==> config.mk <==
export PLATFORM = sky130hd
export DESIGN_NAME = dff_pipe_async_clear_flat
export DESIGN_NICKNAME = d
export VERILOG_FILES = /design/src/rtl/dff_pipe_async_clear_pkg.sv /design/src/rtl/dff_pipe_async_clear_if.sv /design/src/rtl/dff_pipe_async_clear_dff_async_en.sv /design/src/rtl/dff_pipe_async_clear.sv /design/src/flat_wrapper.sv
export SDC_FILE = /design/constraint.sdc
export NUM_CORES = 1
export LEC_CHECK = 0
export ABC_CLOCK_PERIOD_IN_PS = 2250
export BUFFER_PORTS_ARGS = -buffer_cell sky130_fd_sc_hd__buf_4
export CORE_MARGIN = 2
export CORE_UTILIZATION = 55
export CTS_BUF_LIST = sky130_fd_sc_hd__clkbuf_8
export DETAILED_ROUTE_END_ITERATION = 7
export GPL_ROUTABILITY_DRIVEN = 0
export PLACE_DENSITY = 0.74
export SLEW_MARGIN = 25
export SYNTH_ARGS = -nofsm -noshare
export SYNTH_HDL_FRONTEND = slang
export SYNTH_HIERARCHICAL = 1
export SYNTH_SLANG_ARGS = --single-unit
==> constraint.sdc <==
create_clock -name clock -period 2.25 [get_ports clock]
set_clock_uncertainty 0.1 [all_clocks]
set_input_delay 0.225 -clock clock [delete_from_list [all_inputs] [get_ports clock]]
set_output_delay 0.225 -clock clock [all_outputs]
set_load 0.02 [all_outputs]
==> src/rtl/dff_pipe_async_clear_pkg.sv <==
// Shared constants and occupancy helpers for the MIPS stage-register pipelines.
// Purely declarative: no latency, no flow control of its own.
package dff_pipe_async_clear_pkg;

    localparam int DEF_WIDTH = 8;
    localparam int DEF_DEPTH = 3;
    localparam logic [DEF_WIDTH-1:0] PIPE_RESET_VAL = '0;

    typedef enum logic [1:0] {
        OCC_HOLD = 2'd0,
        OCC_INC  = 2'd1,
        OCC_DEC  = 2'd2
    } occ_op_t;

    // Net effect of one shift edge on the valid-stage count.
    function automatic occ_op_t occ_decode(input logic enters, input logic leaves);
        occ_op_t op;
        op = OCC_HOLD;
        if (enters && !leaves) begin
            op = OCC_INC;
        end else if (!enters && leaves) begin
            op = OCC_DEC;
        end
        return op;
    endfunction

endpackage

==> src/rtl/dff_pipe_async_clear_if.sv <==
// Data/control bundle for one pipeline-register chain.
// Carries stall/flush towards the pipe; q/out_valid/occupancy back out.
interface dff_pipe_async_clear_if #(
    parameter int WIDTH = 8,
    parameter int DEPTH = 3
);
    localparam int OW = $clog2(DEPTH + 1);

    logic [WIDTH-1:0] d;
    logic             in_valid;
    logic             stall;
    logic             flush;
    logic [WIDTH-1:0] q;
    logic             out_valid;
    logic [OW-1:0]    occupancy;

    modport master (
        output d, in_valid, stall, flush,
        input  q, out_valid, occupancy
    );

    modport slave (
        input  d, in_valid, stall, flush,
        output q, out_valid, occupancy
    );

endinterface

==> src/rtl/dff_pipe_async_clear_dff_async_en.sv <==
// One stage register {valid,data}: 1-cycle latency, async active-low clear.
// Holds when en is low; load forces RESET_VAL on an enabled edge.
module dff_async_en #(
    parameter int           W         = 9,
    parameter logic [W-1:0] RESET_VAL = '0
) (
    input  logic         clock,
    input  logic         clearb,
    input  logic         en,
    input  logic         load,
    input  logic [W-1:0] d,
    output logic [W-1:0] q
);

    always_ff @(posedge clock or negedge clearb) begin
        if (!clearb) begin
            q <= RESET_VAL;
        end else if (en) begin
            q <= load ? RESET_VAL : d;
        end
    end

endmodule

==> src/rtl/dff_pipe_async_clear.sv <==
// DEPTH-stage valid-tagged register pipe, latency DEPTH shift edges.
// stall freezes every stage (input dropped); flush empties the pipe on the next edge.
module dff_pipe_async_clear
    import dff_pipe_async_clear_pkg::*;
#(
    parameter int               WIDTH     = DEF_WIDTH,
    parameter int               DEPTH     = DEF_DEPTH,
    parameter logic [WIDTH-1:0] RESET_VAL = {WIDTH{1'b0}}
) (
    input  logic                 clock,
    input  logic                 clearb,
    dff_pipe_async_clear_if.slave bus
);

    localparam int OW = $clog2(DEPTH + 1);
    localparam logic [WIDTH:0] STAGE_RESET = {1'b0, RESET_VAL};

    // Each stage word is {valid, data}; bubbles always carry RESET_VAL.
    logic [WIDTH:0] stage_d [DEPTH];
    logic [WIDTH:0] stage_q [DEPTH];
    logic           en;
    logic           load;
    logic           out_valid;
    logic [OW-1:0]  occ;

    assign en   = ~bus.stall | bus.flush;
    assign load = bus.flush;

    for (genvar i = 0; i < DEPTH; i++) begin : g_stage
        if (i == 0) begin : g_head
            assign stage_d[0] = bus.in_valid ? {1'b1, bus.d} : STAGE_RESET;
        end else begin : g_body
            assign stage_d[i] = stage_q[i-1];
        end

        dff_async_en #(
            .W         (WIDTH + 1),
            .RESET_VAL (STAGE_RESET)
        ) u_reg (
            .clock  (clock),
            .clearb (clearb),
            .en     (en),
            .load   (load),
            .d      (stage_d[i]),
            .q      (stage_q[i])
        );
    end

    assign out_valid = stage_q[DEPTH-1][WIDTH];

    // Tracks popcount of the valid bits without an adder tree across stages.
    always_ff @(posedge clock or negedge clearb) begin
        if (!clearb) begin
            occ <= '0;
        end else if (bus.flush) begin
            occ <= '0;
        end else if (!bus.stall) begin
            case (occ_decode(bus.in_valid, out_valid))
                OCC_INC: occ <= occ + OW'(1);
                OCC_DEC: occ <= occ - OW'(1);
                default: occ <= occ;
            endcase
        end
    end

    assign bus.q         = stage_q[DEPTH-1][WIDTH-1:0];
    assign bus.out_valid = out_valid;
    assign bus.occupancy = occ;

endmodule
==> src/flat_wrapper.sv <==
// flat-port wrapper written by rule: the top's interface ports become plain ports
module dff_pipe_async_clear_flat import dff_pipe_async_clear_pkg::*;
#(
    parameter int               WIDTH     = DEF_WIDTH,
    parameter int               DEPTH     = DEF_DEPTH,
    parameter logic [WIDTH-1:0] RESET_VAL = {WIDTH{1'b0}}
)
  (clock, clearb, bus_d, bus_in_valid, bus_stall, bus_flush, bus_q, bus_out_valid, bus_occupancy);
  dff_pipe_async_clear_if #(.WIDTH(WIDTH), .DEPTH(DEPTH)) bus_i ();
  input  logic clock;
  input  logic clearb;
  input wire logic [$bits(bus_i.d)-1:0] bus_d;
  input wire logic [$bits(bus_i.in_valid)-1:0] bus_in_valid;
  input wire logic [$bits(bus_i.stall)-1:0] bus_stall;
  input wire logic [$bits(bus_i.flush)-1:0] bus_flush;
  output wire logic [$bits(bus_i.q)-1:0] bus_q;
  output wire logic [$bits(bus_i.out_valid)-1:0] bus_out_valid;
  output wire logic [$bits(bus_i.occupancy)-1:0] bus_occupancy;
  assign bus_i.d = bus_d;
  assign bus_i.in_valid = bus_in_valid;
  assign bus_i.stall = bus_stall;
  assign bus_i.flush = bus_flush;
  assign bus_q = bus_i.q;
  assign bus_out_valid = bus_i.out_valid;
  assign bus_occupancy = bus_i.occupancy;
  dff_pipe_async_clear #(.WIDTH(WIDTH), .DEPTH(DEPTH), .RESET_VAL(RESET_VAL)) u_core (.clock(clock), .clearb(clearb), .bus(bus_i));
endmodule
Yosys cells after proc, flatten, opt, wreduce, memory -nomap -nowiden --
Index checks and enable logic that the tools add are counted.
Storage, ports and cells: bits in registers 29, input bits 13, word-level logic and storage cells 28
Operators by class: add/subtract/negate cells 2, equality and inequality tests 3, multiplexer cells 11, bitwise gates (word level) 2, reduce and logical (&&, ||, !) cells 6
Operators by type and width (count):
- 2-to-1 mux 9 bit | 4
- 2-to-1 mux 2 bit | 6
- one-hot mux 2 bit (2 select lines) | 1
- nonzero test 3 bit | 1
- adder 2 x 1 -> 2 bit, second input constant | 1
- equality test 2 x 1 -> 1 bit, second input constant | 1
- equality test 2 bit, second input constant | 1
- logical AND 1 bit | 2
- logical NOT 1 bit | 2
- inequality test 2 x 1 -> 1 bit, second input constant | 1
- AND reduction 2 bit | 1
- subtractor 2 x 1 -> 2 bit, second input constant | 1
- inverter 1 bit | 1
- OR 1 bit | 1

Depth between registers and ports, before layout --
depth after elaboration 10, depth in mapped cells 5

Hierarchy --
The synthesis kept the hierarchy.
By module, submodules not included:
- dff_async_en | instances 3, cells each 38, area an instance 449.2 sq um, seq. area each 225.2 sq um
- dff_pipe_async_clear | instances 1, cells each 22, area an instance 186.4 sq um, seq. area each 50.0 sq um

Worst setup path before layout --
OpenSTA, ideal clock, no wires.
path kind reg2reg, start register u_core.g_stage[2].u_reg.q[8], end register u_core.occ[0] (netlist: u_core/bus.occupancy[0]), arrival time 1.045 ns, path slack 1.028 ns, stages on the path, launching flop included 4, period minus slack after synthesis 1.222 ns, cell sequence dfrtp_1 -> xnor2_1 -> or3_1 -> a21oi_1
Between the ends: cells in the longest elaborated chain, start to end 9, elaborated cells between the ends (all ways) 14, classes of those cells 2 x eq/ne; 7 x mux; 5 x reduce/logical
RTL lines:
- start: declaration | RTL line dff_pipe_async_clear_dff_async_en.sv:12 | output logic [W-1:0] q
- start signal: assignment | RTL line dff_pipe_async_clear_dff_async_en.sv:19 | q <= load ? RESET_VAL : d;
- logical AND 1 bit / logical NOT 1 bit (equally long branches) | RTL line dff_pipe_async_clear_pkg.sv:21, dff_pipe_async_clear_pkg.sv:19
- 2-to-1 mux 2 bit / logical AND 1 bit (equally long branches) | RTL line dff_pipe_async_clear_pkg.sv:21, dff_pipe_async_clear_pkg.sv:19
- 2-to-1 mux 2 bit * | RTL line dff_pipe_async_clear_pkg.sv:19 | if (enters && !leaves) begin
- 2-to-1 mux 2 bit * | RTL line dff_pipe_async_clear.sv:57 | end else if (!bus.stall) begin
- 2-to-1 mux 2 bit * | RTL line dff_pipe_async_clear.sv:55 | end else if (bus.flush) begin
- equality test 2 bit / equality test 2 x 1 -> 1 bit (equally long branches) | RTL line dff_pipe_async_clear.sv:58 | case (occ_decode(bus.in_valid, out_valid))
- one-hot mux 2 bit (2 select lines) | RTL line dff_pipe_async_clear.sv:58
- 2-to-1 mux 2 bit | RTL line dff_pipe_async_clear.sv:57
- 2-to-1 mux 2 bit | RTL line dff_pipe_async_clear.sv:55
- end signal: assignment | RTL line dff_pipe_async_clear.sv:59 | OCC_INC: occ <= occ + OW'(1);
- end signal: assignment | RTL line dff_pipe_async_clear.sv:60 | OCC_DEC: occ <= occ - OW'(1);
- end: declaration | RTL line dff_pipe_async_clear.sv:24 | logic [OW-1:0] occ;
Mark *: on every way between the ends. The rest lies on a longest branch, timed or not. The select of a mux whose other input is x is not followed. A chain may end at the register's enable or synchronous reset.

Worst setup path after layout --
Ends and elaborated chain as after synthesis.

==> key figures <==
Route
  • Met2 WL post-DR: 959 um
  • Met1 Wirelength: 1126 um
  • Total number of vias: 958
  • DR vias/cell: 4.964
  • WL met3: 147 um
  • Drt drc: 0
  • Drt initial violations: 17
  • WL/cell: 11.83 um
  • Final Routed Wirelength: 2284 um
  • Post-DRT Antenna Nets: 0
  • Drt pass-1 iters: 4
  • Top sig layer: met4

Global route
  • Largest net degree at the start of global routing: 55
  • Vias in the first global route: 879
  • Antenna violations before repair: 0
  • First-pass GRT wire length: 3912 um
  • GRT Util Overall: 16.24%
  • GRT Residual Overflow: 0

Synth
  • Yosys warns: 6
  • EDFF count, synth: 0
  • Area of the mapped netlist: 0.001534 mm2
  • Mux share of post-synthesis cell area: 0%
  • Synth Area per Inst: 11.28 um2
  • Syn nets: 149
  • Post-synth top area share: 47.31%
  • Seq/Total Area, Yosys: 47.31%
  • Area leader, netlist: dfrtp_1
  • Most instantiated library cell after synthesis: dfrtp_1
  • Synth Area in Compound Gates: 16.88%
  • Synth Area in Simple Gates: 22.19%
  • Top cells by area, synth: dfrtp_1, o21ai_2, nand3b_1
  • Adder-cell share of the synthesized area: 0%
  • Cells after synthesis: 136
  • Ys async rst share: 100.0%
  • Post-synthesis cell type count: 19
  • Post-synth top cells: dfrtp_1, inv_1, o21ai_2
  • Post-Synth XOR/XNOR Area: 0.5710%
  • Main combinational cell family by area after synthesis: simple AND/OR/NAND/NOR gates
  • Primary FF master, synth: dfrtp_1
  • #FFs+latches synth: 29

Power
  • PwrDens: 694.1 mW/mm2
  • Psw: 285.0 uW
  • Clock network power share: 44.2%
  • Sequential power share: 44.8%
  • Switching fraction of total power: 22.87%
  • P_int: 961.3 uW
  • Leak pwr: 0.0008170 uW
  • Comb pwr share: 11.0%
  • Peak supply drop: 0.0005864 V

Setup path
  • Worst path required time: 2.35 ns
  • Crit path max fanout: 5
  • Reg-to-reg slack, setup: 1.00 ns
  • Critical path class: register to register
  • CP Cell Sequence: xnor2_1 > or3_1 > a21oi_1
  • Max stage delay cell, worst path: dfrtp_1
  • Startpoint class of the critical path: register
  • Worst r2r dst: u_core/bus.occupancy[0]
  • Top Family by Delay on Critical Path: flip-flops
  • Reg2Reg Depth: 3
  • Reg2Reg Launch Point: u_core/g_stage[2].u_reg/q[8]
  • WP buf/inv: 0
  • CP arrival: 1.35 ns
  • Max incr delay on CP: 0.45 ns
  • Critical path endpoint category: register
  • CP Launch Point: u_core/g_stage[2].u_reg/q[8]

STA
  • Period utilization: 55.39%
  • Tightest Pin Transition: 0.3601 ns
  • RSZ-0062 raised after global routing: false
  • Slew Limit Fails: 0
  • Final setup vio count: 0
  • Final worst-path setup slack: 1.004 ns
  • Final setup TNS: 0 ns
  • Highest clock rate: 802.3 MHz
  • Worst relative slew slack: 76.00%
  • Tmin final: 1.246 ns
  • Min Hold Slack: 0.1630 ns
  • Hold Vio Cnt, Final: 0

Place
  • I/O Buffers: 23
  • Setup slack at placement: 0.8923 ns
  • Dpl hpwl: 1388 um
  • Inst Count DP: 184

Job
  • Max-cap violations: 0

Layout
  • Non-filler cells in the finished layout: 193
  • # diodes: 0
  • Area Growth Syn to Fin: 17.05%
  • Fillers: 225
  • Layout cells sized above 1: 38.89%
  • Final nets: 174

Min path
  • Hold Path Cell Cnt: 3
  • WHS Endpoint: u_core/bus.occupancy[0]
  • Worst hold start: bus_stall
  • Hold Crit Class: input pin to register

Die
  • Die W: 56.81 um
  • Initial core utilization: 56.60%
  • Core ar.: 0.002710 mm2
  • FP Rows: 19
  • Chip height: 56.81 um
  • Die area: 0.003227 mm2
  • I/O pin count: 24

Clock network
  • TritonCTS clock tree: done
  • Hold-fix buffers at CTS: 1
  • Postcts setup bufs: 0
  • Clock Pin Slew Worst Setup and Hold Paths: 0.06 ns
  • Post-CTS Resized: 0
  • Worst-Skew Late Latency: 0.28 ns
  • H-tree Lvls: 2
  • Num CTS Buffers: 5
  • Worst-case clock buffer depth: 2
  • Root Driver: clkbuf_8
  • Sink Count: 29

Outcome
  • Status: finished clean
## metrics by stage
step	power, uW	util (%)	area, um2
after floorplan	665.0	-	1534
after global placement	701.1	61.59	1669
final	1246	66.25	1795
after CTS	1263	66.25	1795
after detailed placement	705.7	61.59	1669
after global routing	1295	66.25	1795
## power groups by stage
stage                     clock (uW)  sequential, uW  combinational (uW)
after detailed placement           0             568                 138
after CTS                        565             559                 140
after global routing             581             562                 152
after global placement             0             567                 134
after floorplan                    0             574                91.1
final                            550             559                 137
## worst max-delay path by stage
| stage | end | slack [ns] | cells after the start |
|---|---|---|---|
| 2_1_floorplan | u_core/bus.occupancy[0] | 1.03 | 3 |
| 3_3_place_gp | u_core/g_stage[1].u_reg/q[7] | 0.94 | 5 |
| 3_5_place_dp | u_core/g_stage[0].u_reg/q[7] | 0.89 | 5 |
| 4_1_cts | u_core/bus.occupancy[0] | 1.0 | 3 |
| 5_1_grt | u_core/bus.occupancy[0] | 0.94 | 3 |
| 6_report | u_core/bus.occupancy[0] | 1.00 | 3 |
## worst reg2reg max path, cell delays in order, from the launching register on
cell and delay (ns):
dfrtp_1 0.45, xnor2_1 0.16, or3_1 0.31, a21oi_1 0.15
## cell type report
| cell class | count | area (um2) | share of cell area (%) |
|---|---|---|---|
| clock buffers | 6 | 82.58 | 4.599 |
| flip-flops and latches | 29 | 725.7 | 40.42 |
| clock inverters | 2 | 33.78 | 1.882 |
| well taps | 31 | 38.79 | 2.160 |
| repair buffers | 25 | 202.7 | 11.29 |
| inverters | 27 | 101.3 | 5.645 |
| multi-input cells | 73 | 610.6 | 34.01 |
## sequential cells by signal, indices dropped and copies added, names as in the netlist
signal                  cells
u_core/g_stage.u_reg/q     27
u_core/bus.occupancy        2
## cells by family (layout without fill, tap and decap cells)
| kind of cell | after synthesis | in the layout |
|---|---|---|
| AND/OR/NAND/NOR | 41 | 41 |
| AO/OA/AOI/OAI | 31 | 31 |
| flip-flops | 29 | 29 |
| buffers and inverters | 34 | 60 |
| XOR/XNOR | 1 | 1 |
## cell usage in the layout, fill, tap and decap left out, types with 3 or more instances in the layout
| cell type | count |
|---|---|
| and2_1 | 8 |
| nand3b_1 | 24 |
| clkbuf_8 | 6 |
| o21ai_2 | 27 |
| nand3b_4 | 3 |
| buf_4 | 23 |
| dfrtp_1 | 29 |
| inv_1 | 28 |
## layer usage
metal  GRT usage, %  vias to the layer above
met3          8.065                        6
met1          20.30                      427
li1               -                      498
met5              0                        -
met2          22.92                       27
met4          8.638                        0
No activity file was read; power rests on OpenSTA's default activity.
